**config.mk**
```make
export PLATFORM = sky130hd
export DESIGN_NAME = branch_hazard_ctrl
export DESIGN_NICKNAME = d
export VERILOG_FILES = /design/src/rtl/branch_hazard_ctrl.sv
export SDC_FILE = /design/constraint.sdc
export NUM_CORES = 1
export LEC_CHECK = 0
export CAP_MARGIN = 20
export CORE_UTILIZATION = 49
export DETAILED_ROUTE_END_ITERATION = 10
export GPL_TIMING_DRIVEN = 1
export PLACE_DENSITY = 0.76
export SYNTH_ARGS = -nofsm -noshare
export SYNTH_HDL_FRONTEND = slang
export SYNTH_SLANG_ARGS = --single-unit
```
**constraint.sdc**
```tcl
create_clock -name clk -period 4.7 [get_ports clk]
set_clock_uncertainty 0.1 [all_clocks]
set_input_delay 1.175 -clock clk [delete_from_list [all_inputs] [get_ports clk]]
set_output_delay 1.175 -clock clk [all_outputs]
set_load 0.01 [all_outputs]
```
**src/rtl/branch_hazard_ctrl.sv**
```systemverilog
// ID-stage hazard controller: tracks EX/MEM/WB writers to produce stall and
// comparator forward selects, and owns the mult/div busy counter.
module branch_hazard_ctrl #(
  parameter int unsigned MULT_CYCLES = 5,
  parameter int unsigned DIV_CYCLES  = 10,
  parameter int unsigned CNT_W       = 4
) (
  input  logic       clk,
  input  logic       reset,
  input  logic       id_valid,
  input  logic [4:0] id_rs,
  input  logic [4:0] id_rt,
  input  logic [1:0] id_tuse_rs,
  input  logic [1:0] id_tuse_rt,
  input  logic [4:0] id_wa,
  input  logic [1:0] id_tnew,
  input  logic       id_is_md,
  input  logic       id_md_start,
  input  logic       id_md_div,
  input  logic       movzres,
  output logic       stall,
  output logic [1:0] fwd_d1,
  output logic [1:0] fwd_d2,
  output logic       md_busy
);

  logic [4:0]       ex_wa_q, mem_wa_q, wb_wa_q;
  logic [1:0]       ex_cnt_q, mem_cnt_q, wb_cnt_q;
  logic [4:0]       ex_wa_d;
  logic [1:0]       ex_cnt_d;
  logic [CNT_W-1:0] md_cnt_q, md_cnt_d;
  logic             data_stall;
  logic             md_stall;

  function automatic logic match(input logic [4:0] r, input logic [4:0] wa);
    return (r != '0) && (r == wa);
  endfunction

  // An operand stalls if its producer still needs more cycles than the
  // consumer can wait; tuse==3 marks an unused operand.
  function automatic logic hazard(input logic [4:0] r, input logic [1:0] tuse,
                                  input logic [4:0] wa, input logic [1:0] cnt);
    return (tuse != 2'd3) && match(r, wa) && (cnt > tuse);
  endfunction

  function automatic logic [1:0] sat_dec(input logic [1:0] c);
    return (c == '0) ? 2'd0 : c - 2'd1;
  endfunction

  function automatic logic [1:0] fwd_sel(input logic [4:0] r,
                                         input logic [4:0] mem_wa, input logic [1:0] mem_cnt,
                                         input logic [4:0] wb_wa);
    if (match(r, mem_wa) && (mem_cnt == '0)) return 2'd1;
    else if (match(r, wb_wa))                return 2'd2;
    else                                     return 2'd0;
  endfunction

  always_comb begin
    data_stall = hazard(id_rs, id_tuse_rs, ex_wa_q,  ex_cnt_q)
               | hazard(id_rs, id_tuse_rs, mem_wa_q, mem_cnt_q)
               | hazard(id_rs, id_tuse_rs, wb_wa_q,  wb_cnt_q)
               | hazard(id_rt, id_tuse_rt, ex_wa_q,  ex_cnt_q)
               | hazard(id_rt, id_tuse_rt, mem_wa_q, mem_cnt_q)
               | hazard(id_rt, id_tuse_rt, wb_wa_q,  wb_cnt_q);
    md_stall   = id_is_md && md_busy;
    stall      = id_valid && (data_stall || md_stall);
    fwd_d1     = fwd_sel(id_rs, mem_wa_q, mem_cnt_q, wb_wa_q);
    fwd_d2     = fwd_sel(id_rt, mem_wa_q, mem_cnt_q, wb_wa_q);
  end

  // A cancelled movz enters EX as a bubble so it never matches a later reader.
  always_comb begin
    ex_wa_d  = '0;
    ex_cnt_d = '0;
    if (id_valid && !stall && !movzres) begin
      ex_wa_d  = id_wa;
      ex_cnt_d = id_tnew;
    end
  end

  always_comb begin
    md_cnt_d = md_cnt_q;
    if (id_valid && id_md_start && !stall)
      md_cnt_d = id_md_div ? CNT_W'(DIV_CYCLES) : CNT_W'(MULT_CYCLES);
    else if (md_cnt_q != '0)
      md_cnt_d = md_cnt_q - 1'b1;
  end

  always_ff @(posedge clk or negedge reset) begin
    if (!reset) begin
      ex_wa_q   <= '0;
      ex_cnt_q  <= '0;
      mem_wa_q  <= '0;
      mem_cnt_q <= '0;
      wb_wa_q   <= '0;
      wb_cnt_q  <= '0;
      md_cnt_q  <= '0;
    end else begin
      ex_wa_q   <= ex_wa_d;
      ex_cnt_q  <= ex_cnt_d;
      mem_wa_q  <= ex_wa_q;
      mem_cnt_q <= sat_dec(ex_cnt_q);
      wb_wa_q   <= mem_wa_q;
      wb_cnt_q  <= sat_dec(mem_cnt_q);
      md_cnt_q  <= md_cnt_d;
    end
  end

  assign md_busy = (md_cnt_q != '0);

endmodule

```
==> reports/metrics.cfg <==
[power_and_ir_drop]
power_density_nw_per_um2 = 265
p_sw_uw = 192
pwr-share-clk_pct = 17.3
seqPwrFrac_pct = 44.4
combPwrFrac_pct = 38.4
power_leakage_uw = 0.00101
p_sw_share_pct = 32.3
internal-power_uw = 402
ir_drop_uv = 227

[clock_network]
cts_buffer_depth = 2
cts_buffers = 3
htree_levels = 1
cts_root_buffer = clkbuf_4
cts_hold_buf = 0
cts_sinks = 25
clock_latency_ns = 0.33
cts.clk_slew.worst_paths_ns = 0.14
cts_tree = yes

[critical_path]
crit_family = simple AND/OR/NAND/NOR gates
rr_endpoint = md_cnt_q[3]
r2r_setup_slack_ns = 2.18
reg2regPathDepth = 10
startpoint_type = input port
crit_chain = clkdlybuf4s50_1 -> or4_4 -> o21ai_2 -> nor4_1 -> buf_4 -> a2111oi_4 -> and3_4 -> nor2b_1 -> dlygate4sd2_1
critPathMaxFanout = 2
cp_num_buf_inv = 3
critical_path_arrival_ns = 3.37
rr_startpoint = wb_cnt_q[1]
path_class = input port to output pin
cp-end-kind = output pin
slowest_stage = or4_4
cp.required_ns = 3.42
max_stage_delay_ns = 0.50

[place]
gp_congestion = 0.840
dp_slack_ns = -0.242
place_area_um2 = 2150
dp_hpwl_mm = 3.24
portBuffers = 33

[min_path]
hold_depth = 0
hp-class = flip-flop to flip-flop
worstHoldEndpoint = mem_wa_q[3]
min_from = ex_wa_q[3]

[floorplanning]
dieArea_um2 = 3480
rows = 20
coreArea_um2 = 3080
floorplan.initialDensity_pct = 51.7
die_h_um = 59.0
die_w_um = 59.0
ios = 34

[route]
viasPerCell = 5.22
ant_nets = 0
first_pass_iters = 4
drc = 0
wl_per_cell_um = 15.2
drt_iter0_markers = 71
vias = 1379
routed_wl_mm = 4.01

[status]
status = completed

[timing]
setup_viol = 0
post-route-period-util_pct = 98.8
hold_viol = 0
rsz0062_at_grt = yes
slew_violations = 0
maxSlewHeadroom_pct = 68.8
timing.final.ws_setup_ns = 0.0566
tightest_slew_ns = 0.461
fin_crit_ns = 4.64
max_freq_mhz = 215

[synth]
synth-warning-count = 0
ys_ff_latch = 25
syn-cell-area_um2 = 1590
synth.distinct_cells = 28
synthCells = 156
synth_area_per_cell_um2 = 10.2
synth_seq_area_share_pct = 39.3
synth_nets = 198

[flow_run]
drv_cap = 0

[global_route]
grt_pass1_vias = 1434
grt_pass1_wl_mm = 6.39
grt_max_degree = 26
grt.total_usage_pct = 25.7
antenna_found_initial = 0
grt.overflow.total = 0

[cells_and_area]
nFillCells = 242
layout_common_cells = 31 x xnor2_1, 29 x clkdlybuf4s50_1, 27 x buf_4
synthToLayoutAreaGrowth_pct = 40.7
final_common_cell = xnor2_1
finalInstanceArea_um2 = 2240
drive_gt1_share_pct = 18.2
nets = 263
antennaDiodeCount = 0

## routing by layer
metal / vias up / global-route usage [%] / routed length, um
li1: 666 / - / -
met1: 648 / 29.0 / 1560
met2: 54 / 46.6 / 2090
met3: 11 / 4.15 / 242
met4: 0 / 12.9 / 119
met5: - / 0 / 0
## synthesized netlist by cell type
master     count  area [um2]
a2111oi_4      1        27.5
a211oi_1       1        7.51
a21o_1         1        7.51
a21oi_1        3        15.0
and2_1         2        12.5
and3_1         9        56.3
clkbuf_1       1        3.75
dfrtp_1       25         626
ha_1          14         175
inv_1          8        30.0
mux2_1         2        22.5
mux2i_1        2        20.0
nand2_1       13        48.8
nand3_1        6        30.0
nand3_2        1        10.0
nor2_1         6        22.5
nor2b_1        9        56.3
nor3_1         3        15.0
nor4_1         4        25.0
nor4b_1        2        17.5
o2111ai_1      2        17.5
o21ai_0        3        15.0
o21ai_2        2        17.5
or3_1          1        6.26
or4_1          2        15.0
or4_4          1        11.3
xnor2_1       31         272
xor2_1         1        8.76
## what timing repair did
| action | 4_1_cts | 5_1_grt |
|---|---|---|
| resized for setup | 8 | 1 |
| buffers inserted | 2 | 1 |
| pin swaps | 6 | 2 |
| endpoints found under the setup margin | 1 | 2 |
## area by class of cell
| type | instances | area [um2] | area share (%) |
|---|---|---|---|
| multi-input combinational | 122 | 947 | 42.3 |
| tap | 44 | 55.1 | 2.46 |
| clock buffer | 4 | 26.3 | 1.17 |
| inverter | 8 | 30.0 | 1.34 |
| sequential | 25 | 626 | 27.9 |
| timing repair buffer | 61 | 556 | 24.8 |
## worst max path at each step
stage	startpoint	endpoint	slack, ns	cells after the start
5_1_grt	id_rs[0]	stall	-0.02	9
3_5_place_dp	id_rt[1]	stall	-0.24	9
6_report	id_rs[0]	stall	0.06	9
4_1_cts	id_rs[0]	stall	0.04	9
3_3_place_gp	id_tuse_rs[1]	stall	-0.16	11
2_1_floorplan	id_rs[3]	stall	0.80	6
## logic make-up (layout without fill, tap and decap cells)
family / after synthesis / count (layout) / share of synthesized area [%]
adders and majority gates: 14 / 14 / 11.0
xor gates and xnor gates: 32 / 32 / 17.6
AOI/OAI and AO/OA: 13 / 13 / 6.76
buffers and inverters: 9 / 73 / 2.12
muxes: 4 / 4 / 2.67
and+or+nand+nor: 59 / 59 / 20.5
DFF: 25 / 25 / 39.3
## power by group through the flow
| stage | combinational [uW] | sequential [uW] | clock [uW] |
|---|---|---|---|
| 6_report | 228 | 264 | 103 |
| 5_1_grt | 252 | 266 | 112 |
| 4_1_cts | 225 | 264 | 105 |
| 3_5_place_dp | 219 | 268 | 0 |
| 3_3_place_gp | 205 | 266 | 0 |
| 2_1_floorplan | 128 | 262 | 0 |
## worst reg2reg max path, cell delays in order, from the launching register on
cell       delay [ns]
dfrtp_1          0.42
ha_1             0.31
nor2b_1          0.13
o21ai_1          0.19
nor4_1           0.07
buf_4            0.14
a2111oi_4        0.34
buf_4            0.16
buf_4            0.09
nand3_2          0.12
mux2_1           0.35
## metrics by stage
step                util (%)  hold WS (ns)  TNS (ns)  instances  power [uW]
floorplan                  -         0.311         0        156         390
global placement        70.0         0.323    -0.157        256         471
detailed placement      70.0         0.323    -0.242        256         487
CTS                     71.4         0.348         0        262         593
global route            72.8         0.372   -0.0227        264         630
finish                  72.8         0.345         0        264         594
## registers in the layout, indices dropped and copies added (netlist names)
register,count
wb_wa_q,5
ex_wa_q,5
ex_cnt_q,2
wb_cnt_q,2
mem_wa_q,5
mem_cnt_q,2
md_cnt_q,4
Note: power is estimated with default switching activity, not from simulation.
